==> config.mk <==
export PLATFORM = sky130hd
export DESIGN_NAME = uart_tx_param
export DESIGN_NICKNAME = d
export VERILOG_FILES = /design/src/rtl/uart_pkg.sv /design/src/rtl/uart_baud_gen.sv /design/src/rtl/uart_tx_param.sv
export SDC_FILE = /design/constraint.sdc
export NUM_CORES = 1
export LEC_CHECK = 0
export ABC_AREA = 1
export BUFFER_PORTS_ARGS = -buffer_cell sky130_fd_sc_hd__buf_2
export CORE_MARGIN = 1.5
export CORE_UTILIZATION = 40
export DETAILED_ROUTE_END_ITERATION = 10
export GPL_TIMING_DRIVEN = 0
export PLACE_DENSITY = 0.69
export SLEW_MARGIN = 10
export SYNTH_ARGS = -nofsm -noshare
export SYNTH_HDL_FRONTEND = slang
export SYNTH_SLANG_ARGS = --single-unit
==> constraint.sdc <==
create_clock -name clk -period 2 [get_ports clk]
set_input_delay 0.1 -clock clk [delete_from_list [all_inputs] [get_ports clk]]
set_output_delay 0.1 -clock clk [all_outputs]
set_load 0.01 [all_outputs]
==> src/rtl/uart_pkg.sv <==
// Shared definitions for the UART blocks: parity selectors, transmitter
// state encoding and the baud counter width helper.
package uart_pkg;

  localparam int PAR_NONE = 0;
  localparam int PAR_ODD  = 1;
  localparam int PAR_EVEN = 2;

  typedef enum logic [2:0] {
    ST_IDLE,
    ST_START,
    ST_DATA,
    ST_PARITY,
    ST_STOP
  } tx_state_e;

  // Width of a counter that must reach n-1; never narrower than one bit.
  function automatic int cnt_width(input int n);
    return (n <= 2) ? 1 : $clog2(n);
  endfunction

endpackage

==> src/rtl/uart_baud_gen.sv <==
// Bit-period timer: counts 0..BAUD_DIV-1 and pulses tick on the last count.
// Holding restart high parks the counter at zero so the next period is full length.
module uart_baud_gen
  import uart_pkg::*;
#(
  parameter int BAUD_DIV = 2
) (
  input  logic clk,
  input  logic rst_n,
  input  logic restart,
  output logic tick
);

  localparam int              CW   = cnt_width(BAUD_DIV);
  localparam logic [CW-1:0]   LAST = CW'(BAUD_DIV - 1);

  logic [CW-1:0] cnt;

  assign tick = (cnt == LAST);

  // NOTE: sequential state uses non-blocking assignments so every register
  // samples pre-edge values, independent of process evaluation order.
  always_ff @(posedge clk or negedge rst_n) begin
    if (!rst_n) begin
      cnt <= '0;
    end else if (restart || tick) begin
      cnt <= '0;
    end else begin
      cnt <= cnt + 1'b1;
    end
  end

endmodule

==> src/rtl/uart_tx_param.sv <==
// Parametrised UART transmitter: valid/ready intake, 5..9 data bits, optional
// odd/even parity, 1 or 2 stop bits, frame timing aligned to the handshake edge.
module uart_tx_param
  import uart_pkg::*;
#(
  parameter int CLK_FREQ  = 10000000,
  parameter int BAUD_RATE = 9600,
  parameter int BAUD_DIV  = CLK_FREQ / BAUD_RATE,
  parameter int DATA_BITS = 8,
  parameter int PARITY    = 0,
  parameter int STOP_BITS = 1
) (
  input  logic                 clk,
  input  logic                 rst_n,
  input  logic [DATA_BITS-1:0] tx_data,
  input  logic                 tx_valid,
  output logic                 tx_ready,
  output logic                 tx,
  output logic                 busy
);

  if (DATA_BITS < 5 || DATA_BITS > 9 || PARITY < 0 || PARITY > 2 ||
      STOP_BITS < 1 || STOP_BITS > 2 || BAUD_DIV < 2) begin : g_bad_params
    $fatal(1, "uart_tx_param: illegal parameter combination");
  end

  localparam int                IDX_W     = 4;
  localparam logic [IDX_W-1:0]  LAST_DATA = IDX_W'(DATA_BITS - 1);
  localparam logic [IDX_W-1:0]  LAST_STOP = IDX_W'(STOP_BITS - 1);

  tx_state_e             state, state_nx;
  logic [DATA_BITS-1:0]  shift, shift_nx;
  logic [IDX_W-1:0]      idx, idx_nx;
  logic                  par, par_nx;
  logic                  tx_nx;
  logic                  tick;

  uart_baud_gen #(
    .BAUD_DIV (BAUD_DIV)
  ) u_baud (
    .clk     (clk),
    .rst_n   (rst_n),
    .restart (state == ST_IDLE),
    .tick    (tick)
  );

  assign tx_ready = (state == ST_IDLE);

  // NOTE: every signal written here gets a default first, so no path through
  // the case leaves a value unassigned and no latch is inferred.
  always_comb begin
    state_nx = state;
    shift_nx = shift;
    idx_nx   = idx;
    par_nx   = par;

    case (state)
      ST_IDLE: begin
        if (tx_valid) begin
          shift_nx = tx_data;
          par_nx   = (PARITY == PAR_EVEN) ? ^tx_data : ~^tx_data;
          idx_nx   = '0;
          state_nx = ST_START;
        end
      end
      ST_START: begin
        if (tick) begin
          idx_nx   = '0;
          state_nx = ST_DATA;
        end
      end
      ST_DATA: begin
        if (tick) begin
          shift_nx = shift >> 1;
          if (idx == LAST_DATA) begin
            idx_nx   = '0;
            state_nx = (PARITY != PAR_NONE) ? ST_PARITY : ST_STOP;
          end else begin
            idx_nx = idx + 1'b1;
          end
        end
      end
      ST_PARITY: begin
        if (tick) begin
          idx_nx   = '0;
          state_nx = ST_STOP;
        end
      end
      ST_STOP: begin
        if (tick) begin
          if (idx == LAST_STOP) begin
            idx_nx   = '0;
            state_nx = ST_IDLE;
          end else begin
            idx_nx = idx + 1'b1;
          end
        end
      end
      default: state_nx = ST_IDLE;
    endcase

    // tx is registered, so it is derived from where the FSM is heading.
    case (state_nx)
      ST_START:  tx_nx = 1'b0;
      ST_DATA:   tx_nx = shift_nx[0];
      ST_PARITY: tx_nx = par_nx;
      default:   tx_nx = 1'b1;
    endcase
  end

  // NOTE: the shift register is a handful of flops, so it is reset along with
  // the control state; a larger buffer would be left unreset.
  always_ff @(posedge clk or negedge rst_n) begin
    if (!rst_n) begin
      state <= ST_IDLE;
      shift <= '0;
      idx   <= '0;
      par   <= 1'b0;
      tx    <= 1'b1;
      busy  <= 1'b0;
    end else begin
      state <= state_nx;
      shift <= shift_nx;
      idx   <= idx_nx;
      par   <= par_nx;
      tx    <= tx_nx;
      busy  <= (state_nx != ST_IDLE);
    end
  end

endmodule

==> run_results.csv, run 1 <==
group,metric,value,unit
outcome,outcome,"completed",
pwr,power_per_cell_area,844.1,nW/um^2
cells_and_area,fin_cells,352,
clock_tree,tritoncts_num_sinks,29,
synth,mappedNetlistNets,278,
clock_tree,clock_tree.htree_level_count,2,
floorplan,initial_utilization,41.27,%
synth,ys_warn_count,0,
clock_tree,clkLatencyLatePin,0.28,ns
pwr,total_leakage_power,1.127,nW
global_route,gr-usage-met3,3.315,%
clock_tree,clk_buf_depth,2,
sta,tns,0,ns
cells_and_area,final_standard_cell_utilization_of_the_core,47.10,%
placed_design,place_worst_setup_slack,0.3239,ns
detailed_routing,drtPass1Iterations,4,
setup_path,worstPathBufferInverterCount,1,
global_route,grt_start_max_net_pins,30,
setup_path,timing.rr.end,"shift[3]",
clock_tree,tritoncts,"done",
cells_and_area,syn2layout_area_growth,14.12,%
setup_path,cp_max_fo,7,
synth,number_of_cells_produced_by_synthesis,263,
cells_and_area,diodes,0,
sta,clock.fmax,600.2,MHz
floorplan,pin_count,14,
flow_run,cap_violations,0,
synth,synth_area,1949,sq um
sta,maxSlewViolCount,0,
setup_path,startpoint,"u_baud.cnt[0]",
clock_tree,clkSlewWorstSetupHoldPaths,0.06,ns
floorplan,die_h,72.81,um
placed_design,place_inst,343,
setup_path,worstPathCellList,"inv_1 > ha_1 > nor3b_1 > nand3_1 > nand2_1 > nand3_1 > nand2_1 > o211ai_1",
floorplan,row_count,25,
global_route,grt-busiest-layer,"met2",
sta,grt_setup_unrepaired,"no",
clock_tree,cts-resized-gates,0,
detailed_routing,drtAntennaViolNets,0,
sta,timing.final.hold_violations,0,
sta,fin_crit_sh,83.30,%
pwr,finalPower,1.878,mW
setup_path,crit_arrival,1.83,ns
global_route,grtUsageMet2,27.52,%
global_route,grt_antenna_before_repair,0,
cells_and_area,final_design_area_no_fill,2225,sq um
setup_path,worst_r2r_path_cells,8,
cells_and_area,final_net_count,299,
floorplan,die_area,5301,sq um
sta,worst_hold_slack,0.1376,ns
sta,max_slew_margin,55.98,%
sta,setup_slack,0.3339,ns
global_route,met1_usage,19.83,%
synth,synth.ff_latch_count,29,
setup_path,worst-endpoint-required,2.16,ns
setup_path,worst_path_largest_cell_delay,0.41,ns
synth,share_of_synthesized_area_occupied_by_flip_flops_and_latches,37.29,%
detailed_routing,route.detailed.wl_per_inst,10.26,um
setup_path,r2r_setup_slk,0.33,ns
setup_path,crit-reg2reg-launch,"u_baud.cnt[0]",
worst_hold_path,number_of_stages_on_the_worst_hold_path,3,
setup_path,cp_top_family,"simple AND/OR/NAND/NOR gates",
clock_tree,cts_made_buffers,5,
cells_and_area,layout-drive-gt1-share,19.65,%
placed_design,placement.io_buffers,13,
setup_path,worst_setup_path_start_kind,"flip-flop",
setup_path,critPathKind,"flip-flop to flip-flop",
worst_hold_path,hold_path_startpoint,"tx_data[7]",
detailed_routing,drcViolationCount,0,
sta,slew_at_the_pin_closest_to_its_max_slew_limit,0.6602,ns
synth,synth.lib_cells_used.distinct,34,
floorplan,fp.coreArea,4723,sq um
setup_path,critPathCaptureType,"flip-flop",
sta,finalWorstPathRequiredPeriod,1.666,ns
floorplan,die_x,72.81,um
sta,setup-violations-final,0,
global_route,first_global_vias,1626,
pwr,ir_drop,253.2,uV
placed_design,gpl.final_weighted_congestion,0.8189,
detailed_routing,routed_wl,3610,um
sta,finClkSkew,0.01019,ns
global_route,first_pass_grt_wire_length,6748,um
worst_hold_path,hold_path_end,"shift[7]",
placed_design,placedInstanceArea,2098,sq um
setup_path,crit_slowest_cell,"dfrtp_1",
global_route,grt.overflow.total,0,
worst_hold_path,hp-class,"primary input to flip-flop",
detailed_routing,drtIter0Drc,101,
detailed_routing,post_drt_via_cell_ratio,4.724,
global_route,global_route_usage_sum,16.01,%
placed_design,post-dp-hpwl,2714,um
synth,synth.avg_cell_area,7.412,sq um
clock_tree,cts-root-buf,"clkbuf_8",
detailed_routing,routed-via-count,1663,
## per-layer routing
metal / up-vias / wire [um] / part of all wire, %
li1: 876 / - / -
met3: 7 / 110 / 3.0
met5: - / 0 / 0
met2: 21 / 1676 / 46
met4: 0 / 51 / 1.4
met1: 759 / 1771 / 49
## sequential cells by signal, indices dropped and copies added (netlist names)
| signal | flops |
|---|---|
| tx | 1 |
| shift | 8 |
| par | 1 |
| state | 3 |
| idx | 4 |
| busy | 1 |
| u_baud.cnt | 11 |
## what timing repair did
action	CTS	global route
hold endpoints to repair	28	0
hold buffers	1	0
buffers inserted	0	0
## area by class of cell
type | count | area, sq um
Inverter | 42 | 157.7
Buffer | 3 | 30.03
Clock buffer | 7 | 86.33
Tap cell | 67 | 83.83
Multi-Input combinational cell | 189 | 1035
Timing Repair Buffer | 14 | 75.07
Clock inverter | 1 | 30.03
Fill cell | 456 | 2499
Sequential cell | 29 | 726.9
## cell usage after synthesis (all sizes together)
cell,count,area [sq um]
dfrtp,28,700.7
or2,1,6.260
inv,42,157.7
dfstp,1,26.28
nor2,31,168.9
nor3b,5,52.55
nor4,2,18.77
buf,3,30.03
ha,4,50.05
nor3,3,20.02
o211ai,6,45.04
xor2,1,8.760
o21a,1,7.510
nand3,22,127.6
a21oi,9,45.04
o31ai,1,7.510
nand4,8,50.05
xnor2,1,8.760
nand2,87,371.6
o21ai,7,46.29
## worst max path at each step
stage / endpoint / slack (ns) / cells past startpoint
after CTS: shift[6] / 0.31 / 8
after floorplan: busy / 0.55 / 9
after global routing: shift[6] / 0.09 / 8
after global placement: shift[4] / 0.33 / 8
final: shift[3] / 0.33 / 8
after detailed placement: shift[4] / 0.32 / 8
## worst register-to-register path, cell delays in order, from the launching register on
cell,delay (ns)
dfrtp_1,0.41
inv_1,0.07
ha_1,0.20
nor3b_1,0.22
nand3_1,0.16
nand2_1,0.09
nand3_1,0.20
nand2_1,0.12
o211ai_1,0.09
## power breakdown
part	leakage [nW]	switching (mW)	internal [mW]
registers	0.371	0.0874	0.700
logic	0.698	0.272	0.187
clock network	0.0585	0.226	0.406
total	1.13	0.585	1.29
## placed cells by master (no fill, tap or decap), types with 2 or more instances in the layout
cell type  count
clkbuf_8       6
nand2_2        3
buf_2         13
nor2_2         5
nand3_1       20
nand4_1        8
a21oi_1        9
nor3_1         2
nand2_4        5
ha_1           4
inv_1         35
nor2_1        23
o211ai_1       6
buf_6          2
nor3b_2        3
nand2_1       79
inv_2          7
o21ai_0        3
nor3b_1        2
dfrtp_1       28
nor2_8         2
o21ai_1        3
## cells by family (layout without fill, tap and decap cells)
logic type / count (synthesis) / in the layout / synth area share, %
compound gates: 24 / 24 / 7.766
xor+xnor: 2 / 2 / 0.8988
fa+ha+maj: 4 / 4 / 2.567
buf+inv: 45 / 67 / 9.628
flops: 29 / 29 / 37.29
simple gates: 159 / 159 / 41.85
(Power assumes the default switching activity.)
==> run 2, diff against run 1 <==
- PLACE_DENSITY: 0.69 -> 0.71
- clock period: 2 -> 1.5 ns (I/O delays scaled with it)
==> run_results.csv, run 2 (synthesis results as in run 1) <==
group,metric,value,unit
detailed_routing,drtIter0Drc,108,
placed_design,place_inst,343,
floorplan,pin_count,14,
global_route,first_global_vias,1553,
cells_and_area,layout_commonest_cell,"nand2_1",
cells_and_area,most_frequent_cells_in_the_layout,"nand2_1 (72), inv_1 (33), dfrtp_1 (26), nor2_1 (22), nand3_1 (18)",
global_route,grt_antenna_before_repair,0,
detailed_routing,routed-via-count,1733,
pwr,power.share.sequential,43.9,%
pwr,internal-power,1.618,mW
sta,clock.fmax,667.8,MHz
global_route,grt.overflow.total,0,
sta,slew_at_the_pin_closest_to_its_max_slew_limit,0.6740,ns
detailed_routing,post_drt_via_cell_ratio,4.801,
placed_design,post-dp-hpwl,2725,um
clock_tree,cts-root-buf,"clkbuf_8",
placed_design,placement.io_buffers,13,
floorplan,fp.coreArea,4723,sq um
sta,grt_setup_unrepaired,"yes",
cells_and_area,diodes,0,
clock_tree,tritoncts,"done",
sta,maxSlewViolCount,0,
clock_tree,clock_tree.htree_level_count,2,
global_route,first_pass_grt_wire_length,6693,um
pwr,power_per_cell_area,1035,nW/um^2
clock_tree,tritoncts_num_sinks,29,
sta,finalWorstPathRequiredPeriod,1.497,ns
setup_path,crit_arrival,1.66,ns
detailed_routing,drtAntennaViolNets,0,
setup_path,worst-endpoint-required,1.66,ns
sta,timing.final.hold_violations,0,
floorplan,row_count,25,
pwr,finalPower,2.458,mW
flow_run,cap_violations,0,
cells_and_area,final_standard_cell_utilization_of_the_core,50.25,%
sta,setup-violations-final,0,
setup_path,critPathCaptureType,"flip-flop",
floorplan,die_area,5301,sq um
clock_tree,clk_buf_depth,2,
cells_and_area,registers.top_by_ff_count,"u_baud.cnt",
clock_tree,clkLatencyLatePin,0.27,ns
pwr,ir_drop,470.5,uV
clock_tree,cts_made_buffers,5,
cells_and_area,fin_cells,361,
cells_and_area,largest_reg_flops,11,
floorplan,initial_utilization,41.27,%
sta,fin_crit_sh,99.82,%
setup_path,worst_setup_path_start_kind,"flip-flop",
placed_design,gpl.final_weighted_congestion,0.7900,
cells_and_area,syn2layout_area_growth,21.76,%
detailed_routing,routed_wl,3933,um
pwr,power_switching_share,34.16,%
pwr,netSwitchingPower,839.6,uW
sta,max_slew_margin,55.06,%
global_route,grt_start_max_net_pins,30,
pwr,power.clock.fraction,26.7,%
cells_and_area,final_net_count,308,
clock_tree,clkSlewWorstSetupHoldPaths,0.06,ns
setup_path,cp_max_fo,3,
cells_and_area,largestRegisters,"u_baud.cnt x11, shift x8, idx x4",
pwr,pwr-share-comb,29.4,%
detailed_routing,drtPass1Iterations,4,
pwr,total_leakage_power,1.169,nW
outcome,outcome,"completed",
detailed_routing,route.detailed.wl_per_inst,10.89,um
setup_path,critPathKind,"flip-flop to flip-flop",
floorplan,die_x,72.81,um
sta,finClkSkew,0.005272,ns
detailed_routing,drcViolationCount,0,
cells_and_area,layout-drive-gt1-share,29.25,%
worst_hold_path,hp-class,"primary input to flip-flop",
sta,tns,0,ns
global_route,global_route_usage_sum,16.03,%
floorplan,die_h,72.81,um
run 2: changes by cell type in the layout (fill, tap and decap cells not counted), moves of 3 or more:
cell	before	now
a21oi_1	9	6
a21oi_2	0	3
buf_4	1	9
nand2_1	79	72
nand2_2	3	10
run 2: path summary, 6_finish.rpt:
kind | startpoint | slack, ns | end | cells after the start
setup / recovery | u_baud.cnt[1] | 0.003 | busy | 8
hold reg to reg | shift[7] | 0.50 | shift[7] | 2
hold / removal | tx_data[7] | 0.10 | shift[7] | 3
min in group asynchronous | rst_n | 0.38 | u_baud.cnt[5] | 2
max in group asynchronous | rst_n | 0.64 | state[2] | 2
setup reg to reg | u_baud.cnt[1] | 0.003 | busy | 8
run 2: power groups by stage:
stage / clock [mW] / combinational, mW / sequential (mW)
after floorplan: 0 / 0.498 / 1.04
after global routing: 0.709 / 0.823 / 1.10
after CTS: 0.669 / 0.655 / 1.06
after detailed placement: 0 / 0.621 / 1.06
final: 0.657 / 0.722 / 1.08
after global placement: 0 / 0.600 / 1.06
run 2: layout make-up:
type                    instances  area (sq um)
multi-input cells             189          1127
fillers                       460          2350
plain buffers                   3         30.03
flip-flops and latches         29         729.5
well taps                      67         83.83
repair buffers                 23         155.1
inverters                      42         157.7
clock buffers                   8         90.09
run 2: metrics by stage:
step	setup WS [ns]	hold WS, ns	area [sq um]
floorplan	0.05418	-0.2206	1949
global placement	-0.1769	0.1417	2098
detailed placement	-0.1871	0.1466	2098
CTS	-0.02188	0.1131	2247
global route	-0.08121	0.1112	2374
finish	0.002653	0.1032	2374
run 2: worst max-delay path: stages, from the launching register on:
cell and delay, ns:
dfrtp_1 0.41, inv_2 0.08, ha_4 0.15, nor3b_4 0.19, nand3_2 0.14, a21oi_2 0.21, nand3_2 0.11, inv_1 0.06
nand2_1 0.04
run 2: repair_timing:
item | CTS | global route
hold buffers | 1 | 0
endpoints found under the hold margin | 28 | 0
resized for setup | 7 | 21
pin swaps | 5 | 9
setup endpoints to repair | 23 | 28
setup buffers | 2 | 7
run 2: layer usage:
layer / routed length, um / up-vias / GRT usage [%]
met3: 117 / 4 / 2.901
met1: 1910 / 804 / 21.18
met4: 39 / 0 / 5.660
li1: - / 896 / -
met5: 0 / - / 0
met2: 1866 / 29 / 26.30
==> run 3, diff against run 2 <==
- CORE_ASPECT_RATIO: unset -> 1.75
==> run_results.csv, run 3 (synthesis results as in run 1) <==
group,metric,value,unit
outcome,outcome,"complete, but fails checks",
outcome,violations,"negative setup slack",
worst_hold_path,number_of_stages_on_the_worst_hold_path,3,
cells_and_area,fin_cells,349,
cells_and_area,final_standard_cell_utilization_of_the_core,50.71,%
flow_run,cap_violations,0,
cells_and_area,most_frequent_cells_in_the_layout,"nand2_1 (75), inv_1 (31), dfrtp_1 (26), nor2_1 (22), nand3_1 (17)",
floorplan,pin_count,14,
detailed_routing,drtPass1Iterations,4,
sta,setup_slack,-0.0006500,ns
cells_and_area,largestRegisters,"u_baud.cnt x11, shift x8, idx x4",
detailed_routing,routed_wl,4366,um
detailed_routing,drtIter0Drc,21,
sta,finClkSkew,0.004933,ns
detailed_routing,routed-via-count,1736,
detailed_routing,drtAntennaViolNets,0,
global_route,grt_start_max_net_pins,30,
clock_tree,cts-root-buf,"clkbuf_8",
floorplan,initial_utilization,41.78,%
placed_design,gpl.final_weighted_congestion,0.7748,
detailed_routing,route.detailed.wl_per_inst,12.51,um
floorplan,die_area,5318,sq um
floorplan,fp.coreArea,4666,sq um
detailed_routing,drcViolationCount,0,
clock_tree,clkSlewWorstSetupHoldPaths,0.06,ns
setup_path,worstPathCellList,"inv_2 > ha_4 > nor3b_4 > nand3_2 > nand2_2 > nand3_4 > nand2_1 > o211ai_1",
sta,setup-violations-final,1,
setup_path,worst_r2r_path_cells,8,
placed_design,placement.io_buffers,13,
placed_design,place_inst,328,
clock_tree,clock_tree.htree_level_count,2,
detailed_routing,post_drt_via_cell_ratio,4.974,
setup_path,crit_slowest_cell,"dfrtp_1",
setup_path,startpoint,"u_baud.cnt[0]",
clock_tree,clkLatencyLatePin,0.28,ns
sta,fin_crit_sh,100.0,%
worst_hold_path,hold_path_startpoint,"tx_data[7]",
sta,grt_setup_unrepaired,"yes",
setup_path,worst_setup_path_start_kind,"flip-flop",
sta,slew_at_the_pin_closest_to_its_max_slew_limit,0.6707,ns
cells_and_area,registers.top_by_ff_count,"u_baud.cnt",
clock_tree,tritoncts_num_sinks,29,
placed_design,post-dp-hpwl,3078,um
floorplan,row_count,33,
clock_tree,tritoncts,"done",
global_route,grt_antenna_before_repair,0,
setup_path,crit_arrival,1.67,ns
cells_and_area,layout-drive-gt1-share,30.30,%
sta,timing.final.hold_violations,0,
setup_path,cp_max_fo,7,
floorplan,die_h,95.35,um
pwr,ir_drop,686.6,uV
sta,max_slew_margin,55.28,%
floorplan,die_x,55.77,um
global_route,grt.overflow.total,0,
cells_and_area,diodes,0,
clock_tree,cts_made_buffers,5,
sta,maxSlewViolCount,0,
global_route,first_global_vias,1743,
cells_and_area,final_design_area_no_fill,2366,sq um
worst_hold_path,hp-class,"primary input to flip-flop",
cells_and_area,largest_reg_flops,11,
setup_path,crit-reg2reg-launch,"u_baud.cnt[0]",
cells_and_area,syn2layout_area_growth,21.37,%
sta,worst_hold_slack,0.1120,ns
pwr,power_per_cell_area,1024,nW/um^2
sta,clock.fmax,666.4,MHz
setup_path,worst-endpoint-required,1.66,ns
setup_path,critPathCaptureType,"flip-flop",
placed_design,placedInstanceArea,2079,sq um
setup_path,worst_path_largest_cell_delay,0.42,ns
clock_tree,clk_buf_depth,2,
global_route,global_route_usage_sum,17.46,%
sta,finalWorstPathRequiredPeriod,1.501,ns
cells_and_area,layout_commonest_cell,"nand2_1",
cells_and_area,final_net_count,311,
setup_path,critPathKind,"flip-flop to flip-flop",
global_route,first_pass_grt_wire_length,7189,um
pwr,total_leakage_power,1.183,nW
## run 3: cell count changes in the layout (fill, tap and decap cells not counted), sizes merged
cell	change
buf	+3
clkbuf	-2
clkinv	+2
## run 3: per-stage QoR
stage	TNS [ns]	setup WS, ns	total power [mW]
2_1_floorplan	0	0.05418	1.539
3_3_place_gp	-2.399	-0.2529	1.667
3_5_place_dp	-2.900	-0.2984	1.689
4_1_cts	0	0.003338	2.406
5_1_grt	-1.148	-0.1030	2.595
6_report	-0.0006500	-0.0006500	2.424
## run 3: layer usage
metal / global-route usage (%) / share of wire (%) / vias to the layer above / wire [um]
met5: 0 / 0 / - / 0
met4: 7.724 / 2.1 / 0 / 91
met3: 2.849 / 1.9 / 7 / 85
met2: 35.71 / 58 / 18 / 2531
met1: 16.48 / 38 / 813 / 1659
li1: - / - / 898 / -
## run 3: report_power, final
part / leakage (nW) / switching (mW) / internal, mW / total, mW
sequential: 0.368 / 0.144 / 0.936 / 1.08
combinational: 0.770 / 0.408 / 0.313 / 0.722
clock: 0.0450 / 0.301 / 0.321 / 0.622
total: 1.18 / 0.854 / 1.57 / 2.42
## run 3: worst max-delay path, delay by kind of cell, from the launching register on
kind,cells,cell delay [ns]
fa+ha+maj,1,0.14
compound gates,1,0.07
buf+inv,1,0.08
simple gates,5,0.66
flops,1,0.42
## run 3: final cells by class
cell class	count	area, sq um
plain buffers	3	33.78
clock buffers	6	72.57
clock inverters	2	10.01
fillers	458	2300
inverters	42	157.7
multi-input cells	189	1120
flip-flops and latches	29	729.5
well taps	52	65.06
repair buffers	26	177.7
## run 3: path summary, 6_finish.rpt
path	end	slack, ns
max	shift[6]	-0.0007
min	shift[7]	0.11
max reg2reg	shift[6]	-0.0007
min reg2reg	shift[7]	0.50
max in group asynchronous	state[2]	0.67
min in group asynchronous	u_baud.cnt[6]	0.36
## run 3: what timing repair did
action / in CTS / in global routing
pin swaps: 4 / 6
buffers inserted: 1 / 11
hold buffers: 1 / 0
setup endpoints to repair: 26 / 26
hold endpoints to repair: 28 / 0
resized for setup: 14 / 13
